===== src/rtl/multicycle_control.sv =====
// Multicycle CPU main control FSM (fetch / decode / memory / execute / writeback).
// Optional performance counters are built when MULTICYCLE_CTRL_PERF_EN is defined:
// cycle_cnt counts cycles out of reset (frozen in ILLEGAL), instret_cnt counts
// retired instructions.
module multicycle_control (
  input  logic       clk,
  input  logic       reset,
  input  logic [6:0] opcode,
  input  logic       zero,
  input  logic       mem_ready,
  output logic       mem_req,
  output logic       mem_we,
  output logic       i_or_d,
  output logic       ir_we,
  output logic       pc_we,
  output logic       pc_src,
  output logic [1:0] alu_src_a,
  output logic [1:0] alu_src_b,
  output logic [1:0] alu_op,
  output logic       reg_we,
  output logic       mem_to_reg,
  output logic [3:0] state,
  output logic       illegal
`ifdef MULTICYCLE_CTRL_PERF_EN
  ,
  output logic [31:0] cycle_cnt,
  output logic [31:0] instret_cnt
`endif
);

  localparam logic [3:0] S_FETCH     = 4'd0;
  localparam logic [3:0] S_DECODE    = 4'd1;
  localparam logic [3:0] S_MEM_ADDR  = 4'd2;
  localparam logic [3:0] S_MEM_READ  = 4'd3;
  localparam logic [3:0] S_MEM_WB    = 4'd4;
  localparam logic [3:0] S_MEM_WRITE = 4'd5;
  localparam logic [3:0] S_EXEC_R    = 4'd6;
  localparam logic [3:0] S_EXEC_I    = 4'd7;
  localparam logic [3:0] S_ALU_WB    = 4'd8;
  localparam logic [3:0] S_BRANCH    = 4'd9;
  localparam logic [3:0] S_ILLEGAL   = 4'd15;

  localparam logic [6:0] OP_R      = 7'b0110011;
  localparam logic [6:0] OP_I      = 7'b0010011;
  localparam logic [6:0] OP_LOAD   = 7'b0000011;
  localparam logic [6:0] OP_STORE  = 7'b0100011;
  localparam logic [6:0] OP_BRANCH = 7'b1100011;

  logic [3:0] state_reg;
  logic [3:0] state_next;
  logic       illegal_reg;

  assign state   = state_reg;
  assign illegal = illegal_reg;

  // State register and sticky illegal flag; active-low reset returns to FETCH
  always_ff @(posedge clk) begin
    if (!reset) begin
      state_reg   <= S_FETCH;
      illegal_reg <= 1'b0;
    end else begin
      state_reg   <= state_next;
      illegal_reg <= illegal_reg | (state_next == S_ILLEGAL);
    end
  end

  // Next-state logic; memory states wait on mem_ready, unused codes recover to FETCH
  always_comb begin
    state_next = S_FETCH;
    case (state_reg)
      S_FETCH:     state_next = mem_ready ? S_DECODE : S_FETCH;
      S_DECODE: begin
        case (opcode)
          OP_R:               state_next = S_EXEC_R;
          OP_I:               state_next = S_EXEC_I;
          OP_LOAD, OP_STORE:  state_next = S_MEM_ADDR;
          OP_BRANCH:          state_next = S_BRANCH;
          default:            state_next = S_ILLEGAL;
        endcase
      end
      S_MEM_ADDR:  state_next = (opcode == OP_LOAD) ? S_MEM_READ : S_MEM_WRITE;
      S_MEM_READ:  state_next = mem_ready ? S_MEM_WB : S_MEM_READ;
      S_MEM_WB:    state_next = S_FETCH;
      S_MEM_WRITE: state_next = mem_ready ? S_FETCH : S_MEM_WRITE;
      S_EXEC_R:    state_next = S_ALU_WB;
      S_EXEC_I:    state_next = S_ALU_WB;
      S_ALU_WB:    state_next = S_FETCH;
      S_BRANCH:    state_next = S_FETCH;
      S_ILLEGAL:   state_next = S_ILLEGAL;
      default:     state_next = S_FETCH;
    endcase
  end

  // Output decode per state; while reset is low strobes are forced off and selects show FETCH values
  always_comb begin
    mem_req    = 1'b0;
    mem_we     = 1'b0;
    i_or_d     = 1'b0;
    ir_we      = 1'b0;
    pc_we      = 1'b0;
    pc_src     = 1'b0;
    alu_src_a  = 2'b00;
    alu_src_b  = 2'b00;
    alu_op     = 2'b00;
    reg_we     = 1'b0;
    mem_to_reg = 1'b0;
    case (state_reg)
      S_FETCH: begin
        mem_req   = 1'b1;
        alu_src_b = 2'b01;
        ir_we     = mem_ready;
        pc_we     = mem_ready;
      end
      S_DECODE: begin
        alu_src_a = 2'b10;
        alu_src_b = 2'b10;
      end
      S_MEM_ADDR: begin
        alu_src_a = 2'b01;
        alu_src_b = 2'b10;
      end
      S_MEM_READ: begin
        mem_req = 1'b1;
        i_or_d  = 1'b1;
      end
      S_MEM_WB: begin
        reg_we     = 1'b1;
        mem_to_reg = 1'b1;
      end
      S_MEM_WRITE: begin
        mem_req = 1'b1;
        mem_we  = 1'b1;
        i_or_d  = 1'b1;
      end
      S_EXEC_R: begin
        alu_src_a = 2'b01;
        alu_op    = 2'b10;
      end
      S_EXEC_I: begin
        alu_src_a = 2'b01;
        alu_src_b = 2'b10;
        alu_op    = 2'b10;
      end
      S_ALU_WB: begin
        reg_we = 1'b1;
      end
      S_BRANCH: begin
        alu_src_a = 2'b01;
        alu_op    = 2'b01;
        pc_src    = 1'b1;
        pc_we     = zero;
      end
      default: ;
    endcase
    if (!reset) begin
      mem_req    = 1'b0;
      mem_we     = 1'b0;
      ir_we      = 1'b0;
      pc_we      = 1'b0;
      reg_we     = 1'b0;
      i_or_d     = 1'b0;
      pc_src     = 1'b0;
      alu_src_a  = 2'b00;
      alu_src_b  = 2'b01;
      alu_op     = 2'b00;
      mem_to_reg = 1'b0;
    end
  end

`ifdef MULTICYCLE_CTRL_PERF_EN
  logic [31:0] cycle_cnt_reg;
  logic [31:0] instret_cnt_reg;

  assign cycle_cnt   = cycle_cnt_reg;
  assign instret_cnt = instret_cnt_reg;

  // Cycle and retired-instruction counters; an instruction retires on its last state's exit to FETCH
  always_ff @(posedge clk) begin
    if (!reset) begin
      cycle_cnt_reg   <= 32'd0;
      instret_cnt_reg <= 32'd0;
    end else begin
      if (state_reg != S_ILLEGAL)
        cycle_cnt_reg <= cycle_cnt_reg + 32'd1;
      if ((state_next == S_FETCH) &&
          ((state_reg == S_MEM_WB) || (state_reg == S_MEM_WRITE) ||
           (state_reg == S_ALU_WB) || (state_reg == S_BRANCH)))
        instret_cnt_reg <= instret_cnt_reg + 32'd1;
    end
  end
`endif

endmodule


===== config.mk =====
export PLATFORM = sky130hd
export DESIGN_NAME = multicycle_control
export DESIGN_NICKNAME = d
export VERILOG_FILES = /design/src/rtl/multicycle_control.sv
export SDC_FILE = /design/constraint.sdc
export NUM_CORES = 1
export LEC_CHECK = 0
export CORE_MARGIN = 5
export CORE_UTILIZATION = 38
export CTS_BUF_LIST = sky130_fd_sc_hd__clkbuf_4
export DETAILED_ROUTE_END_ITERATION = 16
export PLACE_DENSITY = 0.89
export SLEW_MARGIN = 20
export SYNTH_ARGS = -nofsm -noshare
export SYNTH_HDL_FRONTEND = slang
export SYNTH_SLANG_ARGS = --single-unit

===== constraint.sdc =====
create_clock -name clk -period 4.7 [get_ports clk]
set_clock_uncertainty 0.15 [all_clocks]
set_input_delay 0.94 -clock clk [delete_from_list [all_inputs] [get_ports clk]]
set_output_delay 0.94 -clock clk [all_outputs]
set_load 0.01 [all_outputs]

==> key figures, run 1 <==
Status
  – Outcome: completed

Yosys
  – Net count after synthesis: 93
  – Number of distinct library cell variants in the gate-level netlist after synthesis: 35
  – Post-Syn Area per Cell: 7.14 um2
  – Post-synth top flop: dfxtp_1
  – Post-synth EDFFs: 0
  – Top post-synthesis cells by area: dfxtp_1 17%, nor2_1 9.6%, a21oi_1 5.1%
  – Cell count after synthesis: 82
  – Synthesis warning total: 0
  – FFs w/ async S/R, synth: 0%
  – Library cell occupying the most area in the post-synthesis netlist: dfxtp_1
  – Share of the synthesized area in the top cell type: 17.1%
  – Post-Synthesis Cell Area: 586 um2
  – Sequential element share of the synthesized area: 17.1%
  – Flip-flop and latch count after synthesis: 5

Layout
  – Post-route cell area: 897 um2
  – Max reg flops: 4
  – Total Nets Final: 122
  – Share of final-layout standard cells stronger than drive strength 1: 8.18%
  – Number of fillers in the final layout: 141
  – Area added between synthesis and finish: 53.2%
  – Antenna cell count: 0

Critical path
  – Critical Path, Cell by Cell: clkdlybuf4s50_1 -> nor2b_1 -> nand2_1 -> nor3_1 -> clkdlybuf4s50_1
  – Slowest cell delay on critical path: 660 ps
  – WP data arrival: 2650 ps
  – CP endpoint kind: output port
  – Register-to-register path setup slack: 2830 ps
  – Nature of the critical path startpoint: primary input
  – Largest fanout of any net on the critical path: 11
  – Most Frequent Cell on Critical Path: clkdlybuf4s50_1
  – Data required time at the worst endpoint: 3610 ps
  – Cell type of the slowest stage on the worst timing path: clkdlybuf4s50_1
  – Crit path kind: primary input to output port

Worst hold path
  – Tightest Hold Check Type: register to register

Die
  – X dimension of the die: 49.3 um
  – Cell row count: 14
  – DIE AREA: 2430 um2
  – Starting density of the core: 39.3%
  – Core Footprint: 1490 um2
  – Number of primary I/O pins: 30
  – Vertical die dimension: 49.3 um

CTS
  – Largest buffer count on any clock path: 2
  – Number of buffers created by CTS: 3
  – Setup fix buffers added after clock tree synthesis: 0
  – Clock tree from TritonCTS: built
  – Clock-pin transition on the worst setup and hold timing paths: 40 ps
  – Clock latency on the worst-skew pair: 260 ps
  – Master cell of the clock root buffer: clkbuf_4
  – H-tree levels: 1
  – Cts-stage hold buffer count: 0
  – Number of resized instances in the post-cts repair step: 0
  – Total number of clock tree sinks: 5

Routing
  – Post-Route WL: 1670 um
  – Starting DRC count in detailed routing: 6
  – DR DRC count: 0
  – Via-to-Cell Ratio: 5.37
  – First drt pass iteration count: 4
  – Total vias in the final route: 676
  – Antenna violation net count after detailed routing: 0
  – Detailed-route wire length per cell: 13.2 um

Global route
  – Vias in the first global route: 612
  – Largest net degree at the start of global routing: 19
  – Aggregate global routing overflow: 0
  – Wire length of the first global-routing pass: 2680 um
  – Initial antenna violation count: 0
  – All-Layer GR Usage: 13.8%

STA
  – Worst-Margin Slew: 664 ps
  – Sum of negative setup slack: 0 ps
  – Fin crit share: 79.6%
  – Slew Limit Headroom: 55.7%
  – Time the worst path needs with I/O delays and setup: 3740 ps
  – Setup repair after global routing missed its margin: false
  – Slew Limit Fails: 0
  – # setup viols final: 0
  – Max Clock Freq: 267 MHz
  – Final count of hold timing violations: 0

Place
  – Placed cell area: 867 um2
  – Count of buffers from port buffering: 29
  – Post-detailed-placement half-perimeter wirelength: 1200 um
  – Last weighted congestion value of the routability-driven placer: 0.841

Power and ir drop
  – Maximum vdd ir drop: 0.273 mV
  – Leakage power total: 0.342 nW
  – PD cells: 488 nW/um2

Run
  – Number of max-cap violations: 0
[per-layer routing]
layer  GRT usage (%)  vias to the layer above  wire length (um)  part of all wire, %
met5               0                        -                 0                    0
met4            8.07                        0                40                  2.4
met3            2.75                        5               132                  7.9
met2            21.9                       26               735                   44
met1            17.0                      295               756                   45
li1                -                      350                 -                    -
[power by group]
part	internal (mW)	switching [mW]	total, mW	leakage, nW
registers	0.0566	0.0593	0.116	0.0409
logic	0.149	0.113	0.261	0.282
clock network	0.0381	0.0220	0.0601	0.0184
total	0.244	0.194	0.437	0.342
[cell usage in the layout (no fill, tap or decap), drive strengths merged, types with 2 or more instances in the layout]
cell type / n
o21ai: 4
a21oi: 7
and3: 3
nor2: 15
nand2: 5
inv: 3
dfxtp: 5
a31oi: 2
clkbuf: 4
nand2b: 3
nor3b: 2
xor2: 2
clkdlybuf4s50: 29
nor4b: 3
nor2b: 4
and2: 3
nor3: 3
[stage by stage]
stage               hold slack [ps]  power (mW)  std cells  worst slack [ps]  utilization (%)
floorplan                       342       0.271         82              2050                -
global placement                320       0.372        122              1010             58.2
detailed placement              304       0.377        122               972             58.2
CTS                             321       0.440        126               967             60.3
global route                    363       0.475        126               853             60.3
finish                          318       0.437        126               959             60.3
[synthesized netlist by cell type, types with 2 or more instances]
master and count:
inv_1 3, and3_1 3, xor2_1 2, nor2b_1 4
nor2_1 15, nand2_1 5, buf_2 2, nor3b_1 2
nand2b_1 3, clkbuf_1 2, a31oi_1 2, dfxtp_1 5
nor3_1 3, a21oi_1 6, o21ai_0 3, and2_1 3
[final timing paths]
check / startpoint / to / depth (start not counted)
setup reg to reg: state[1] / illegal / 4
setup / recovery: reset / mem_to_reg / 5
hold reg to reg: illegal / illegal / 2
hold / removal: illegal / illegal / 2
[layout make-up]
cell class                      count  area [um2]  share of cell area (%)
Clock buffer                        4        30.0                    3.35
Multi-Input combinational cell     69         445                    49.7
Inverter                            3        11.3                    1.26
Timing Repair Buffer               29         290                    32.4
Tap cell                           16        20.0                    2.23
Sequential cell                     5         100                    11.2
[cells by family (layout without fill, tap and decap cells)]
| kind of cell | count (synthesis) | after routing | synth area share (%) |
|---|---|---|---|
| flip-flops | 5 | 5 | 17.1 |
| XOR/XNOR | 2 | 2 | 2.99 |
| AND/OR/NAND/NOR | 46 | 46 | 48.1 |
| AO/OA/AOI/OAI | 20 | 20 | 23.1 |
| multiplexers | 1 | 1 | 1.92 |
| buffers and inverters | 8 | 36 | 6.84 |
[worst max-delay path: cells and delay by family]
| kind | cells | cell delay [ps] |
|---|---|---|
| buffers and inverters | 2 | 1220 |
| and+or+nand+nor | 3 | 490 |
(Power assumes the default switching activity.)
==> run 2, diff against run 1 <==
Settings changed: CORE_UTILIZATION 38 to 36.
Clock period 4.7 ns to 3.2 ns, I/O delays scaled along.
==> run 2 against run 1 <==
Against the previous run:
- wire length up 0.42%
- sequential cell count unchanged
- die area up 4.4%
- utilization up 1.1 points
- clock-buffer cell count unchanged
- worst hold slack better by 13 ps
- critical endpoint is now pc_we
- setup slack worse by 680 ps
- via count up 3.7%
- final cell count up 4.0%
- global-route usage down 0.67 points
- critical path depth unchanged
==> key figures, run 2 (synthesis gave the netlist of run 1 again) <==
Status
  – Outcome: completed

Critical path
  – WP data arrival: 2130 ps
  – Crit path kind: primary input to output port
  – Largest fanout of any net on the critical path: 9
  – Critical Path, Cell by Cell: clkdlybuf4s50_1 -> buf_4 -> and4_1 -> a21o_1 -> clkdlybuf4s50_1
  – Nature of the critical path startpoint: primary input
  – Data required time at the worst endpoint: 2410 ps
  – Cell type of the slowest stage on the worst timing path: clkdlybuf4s50_1
  – CP endpoint kind: output port
  – Slowest cell delay on critical path: 520 ps
  – Most Frequent Cell on Critical Path: clkdlybuf4s50_1

Routing
  – DR DRC count: 0
  – Antenna violation net count after detailed routing: 0
  – Post-Route WL: 1670 um
  – First drt pass iteration count: 4
  – Detailed-route wire length per cell: 12.8 um
  – Starting DRC count in detailed routing: 14
  – Total vias in the final route: 701
  – Via-to-Cell Ratio: 5.35

CTS
  – Largest buffer count on any clock path: 2
  – Setup fix buffers added after clock tree synthesis: 0
  – Master cell of the clock root buffer: clkbuf_4
  – Number of resized instances in the post-cts repair step: 0
  – Clock-pin transition on the worst setup and hold timing paths: 40 ps
  – Clock tree from TritonCTS: built
  – Clock latency on the worst-skew pair: 240 ps
  – Number of buffers created by CTS: 3
  – Cts-stage hold buffer count: 0
  – H-tree levels: 1
  – Total number of clock tree sinks: 5

Global route
  – Initial antenna violation count: 0
  – Wire length of the first global-routing pass: 2770 um
  – Met2 usage in global routing: 22.0%
  – Aggregate global routing overflow: 0
  – Vias in the first global route: 648
  – All-Layer GR Usage: 13.2%
  – Met3 Use GR: 5.03%
  – Global-route met1 utilization: 16.6%
  – Largest net degree at the start of global routing: 17
  – Highest-utilization routing layer at the global route stage: met2

Layout
  – Antenna cell count: 0
  – Max reg flops: 4
  – Commonest cells after routing, fill and taps aside: 29 x clkdlybuf4s50_1, 15 x nor2_1, 6 x a21oi_1
  – Total Nets Final: 127
  – Area added between synthesis and finish: 59.6%
  – Share of final-layout standard cells stronger than drive strength 1: 12.2%
  – Number of fillers in the final layout: 149
  – Most common library cell in the layout ignoring fill and taps: clkdlybuf4s50_1

Die
  – X dimension of the die: 50.3 um
  – Core Footprint: 1520 um2
  – Cell row count: 14
  – Number of primary I/O pins: 30
  – Vertical die dimension: 50.3 um
  – DIE AREA: 2530 um2
  – Starting density of the core: 38.4%

STA
  – Slew Limit Fails: 0
  – Minimum setup slack in the final design: 280 ps
  – Sum of negative setup slack: 0 ps
  – Fin crit share: 91.3%
  – Time the worst path needs with I/O delays and setup: 2920 ps
  – # setup viols final: 0
  – Max Clock Freq: 342 MHz
  – Setup repair after global routing missed its margin: false
  – Slew Limit Headroom: 66.8%
  – Worst-Margin Slew: 498 ps
  – Final count of hold timing violations: 0

Place
  – Post-placement worst setup slack: 275 ps
  – Last weighted congestion value of the routability-driven placer: 0.818
  – Post-detailed-placement half-perimeter wirelength: 1290 um
  – Count of buffers from port buffering: 29

Worst hold path
  – Tightest Hold Check Type: register to register

Power and ir drop
  – PD cells: 709 nW/um2
  – Leakage power total: 0.368 nW
  – Maximum vdd ir drop: 0.564 mV

Run
  – Number of max-cap violations: 0
run 2: where the power goes:
group / internal [mW] / switching [mW]
Sequential: 0.0833 / 0.0442
Clock: 0.0555 / 0.0244
Combinational: 0.241 / 0.214
Total: 0.380 / 0.283
run 2: area by class of cell:
| type | count | area, um2 | area share [%] |
|---|---|---|---|
| sequential | 5 | 100 | 10.7 |
| clock buffer | 4 | 30.0 | 3.21 |
| multi-input combinational | 69 | 445 | 47.7 |
| timing repair buffer | 34 | 328 | 35.1 |
| tap | 16 | 20.0 | 2.14 |
| inverter | 3 | 11.3 | 1.20 |
run 2: worst max-delay path, delay by kind of cell:
kind / cells / cell delay [ps]
compound gates: 1 / 90
simple gates: 1 / 210
buf+inv: 3 / 1180
run 2: per-stage QoR:
step	area (um2)	util (%)	total power, mW	hold WS, ps	cells
after floorplan	586	-	0.398	342	82
after global placement	905	59.4	0.574	328	127
after detailed placement	905	59.4	0.583	314	127
after CTS	935	61.3	0.667	330	131
after global routing	935	61.3	0.722	349	131
final	935	61.3	0.663	331	131
run 2: metal layers:
layer / vias up / wire length, um
li1: 359 / -
met1: 309 / 730
met2: 33 / 764
met3: 0 / 177
met4: 0 / 0
met5: - / 0
run 2: worst paths after layout:
kind                            slack, ps  endpoint  cells past startpoint      from
worst max register to register       1410   illegal                      5  state[3]
worst max-delay path                  280     pc_we                      5     reset
worst min register to register        330   illegal                      2   illegal
worst min-delay path                  330   illegal                      2   illegal
==> run 3, diff against run 2 <==
Settings changed: CORE_UTILIZATION 36 to 38.
Clock period 3.2 ns to 3.37 ns, I/O delays scaled along.
==> run 3 against run 2 <==
Against the previous run:
- non-clock buffer count fell by 1
- die area is 4.2% lower
- final cell count shrank 0.76%
- worst hold slack improved by 27 ps
- utilization up 0.94 points
- sequential cell count unchanged
- cell area fell by 0.80%
- critical path depth unchanged
- clock-buffer cell count stayed put
- clock power decreased by 4.5%
- register-to-register slack better by 70 ps
- critical endpoint unchanged
==> key figures, run 3 (synthesis gave the netlist of run 1 again) <==
Layout
  – Antenna cell count: 0
  – Area added between synthesis and finish: 58.3%
  – Max reg flops: 4
  – Total Nets Final: 126
  – Share of final-layout standard cells stronger than drive strength 1: 11.4%
  – FF+latch area: 100 um2
  – Combined area of the multi-input logic cells: 445 um2
  – Number of fillers in the final layout: 134
  – Most common library cell in the layout ignoring fill and taps: clkdlybuf4s50_1
  – Commonest cells after routing, fill and taps aside: 29 x clkdlybuf4s50_1, 15 x nor2_1, 6 x a21oi_1
  – Post-route cell area: 927 um2

Global route
  – Vias in the first global route: 663
  – Met2 usage in global routing: 24.9%
  – Global-route met1 utilization: 16.5%
  – Aggregate global routing overflow: 0
  – Wire length of the first global-routing pass: 2780 um
  – Met3 Use GR: 3.06%
  – All-Layer GR Usage: 13.9%
  – Highest-utilization routing layer at the global route stage: met2
  – Largest net degree at the start of global routing: 19
  – Initial antenna violation count: 0

Routing
  – Via-to-Cell Ratio: 5.63
  – First drt pass iteration count: 4
  – DR DRC count: 0
  – Starting DRC count in detailed routing: 12
  – Antenna violation net count after detailed routing: 0
  – Detailed-route wire length per cell: 13.4 um
  – Post-Route WL: 1740 um
  – Total vias in the final route: 732

STA
  – # setup viols final: 0
  – Time the worst path needs with I/O delays and setup: 3010 ps
  – Setup repair after global routing missed its margin: false
  – Sum of negative setup slack: 0 ps
  – Fin crit share: 89.4%
  – Slew Limit Headroom: 56.3%
  – Worst-Margin Slew: 654 ps
  – Final count of hold timing violations: 0
  – Slew Limit Fails: 0
  – Max Clock Freq: 332 MHz

CTS
  – Master cell of the clock root buffer: clkbuf_4
  – H-tree levels: 1
  – Setup fix buffers added after clock tree synthesis: 0
  – Cts-stage hold buffer count: 0
  – Largest buffer count on any clock path: 2
  – Clock-pin transition on the worst setup and hold timing paths: 40 ps
  – Number of buffers created by CTS: 3
  – Number of resized instances in the post-cts repair step: 0
  – Clock latency on the worst-skew pair: 240 ps
  – Clock tree from TritonCTS: built
  – Total number of clock tree sinks: 5

Worst hold path
  – Tightest Hold Check Type: register to register

Critical path
  – Data required time at the worst endpoint: 2550 ps
  – Largest fanout of any net on the critical path: 9
  – WP data arrival: 2190 ps
  – Nature of the critical path startpoint: primary input
  – CP endpoint kind: output port
  – Crit path kind: primary input to output port

Place
  – Placed cell area: 897 um2
  – Count of buffers from port buffering: 29
  – Post-detailed-placement half-perimeter wirelength: 1310 um
  – Last weighted congestion value of the routability-driven placer: 0.867

Die
  – Cell row count: 14
  – Starting density of the core: 39.3%
  – DIE AREA: 2430 um2
  – Vertical die dimension: 49.3 um
  – X dimension of the die: 49.3 um
  – Number of primary I/O pins: 30
  – Core Footprint: 1490 um2

Power and ir drop
  – Leakage power total: 0.362 nW
  – Maximum vdd ir drop: 0.481 mV
  – PD cells: 682 nW/um2

Status
  – Outcome: completed

Run
  – Number of max-cap violations: 0
## run 3: path summary, 6_finish.rpt
path / from / endpoint / slack, ps / depth (start not counted)
setup / recovery: reset / pc_we / 360 / 5
hold / removal: illegal / illegal / 360 / 2
setup reg to reg: state[3] / illegal / 1480 / 4
hold reg to reg: illegal / illegal / 360 / 2
## run 3: layout make-up
cell class,instances,area share [%]
multi-input cells,69,48.0
repair buffers,33,34.5
flip-flops and latches,5,10.8
clock buffers,4,3.24
well taps,16,2.16
inverters,3,1.21
## run 3: per-stage QoR
step	utilization (%)	worst slack, ps	instances	power [mW]	hold slack [ps]
final	62.3	358	130	0.632	359
after global routing	62.3	285	130	0.679	401
after CTS	62.3	340	130	0.634	351
after detailed placement	60.3	348	126	0.551	322
after global placement	60.3	410	126	0.540	323
after floorplan	-	1220	82	0.378	342
## run 3: critical path: stages
cell	delay, ps
clkdlybuf4s50_1	500
buf_4	160
and4_1	220
a21o_1	110
clkdlybuf4s50_1	530
## run 3: report_power, final
part | switching, mW | internal [mW] | leakage (nW)
combinational | 0.226 | 0.225 | 0.303
clock | 0.0236 | 0.0527 | 0.0184
sequential | 0.0257 | 0.0791 | 0.0409
total | 0.275 | 0.357 | 0.362
## run 3: routing by layer
layer	wire, um	share of wire [%]	up-vias
met4	0	0	0
met3	158	9.1	0
met2	855	49	37
met5	0	0	-
li1	-	-	360
met1	722	42	335
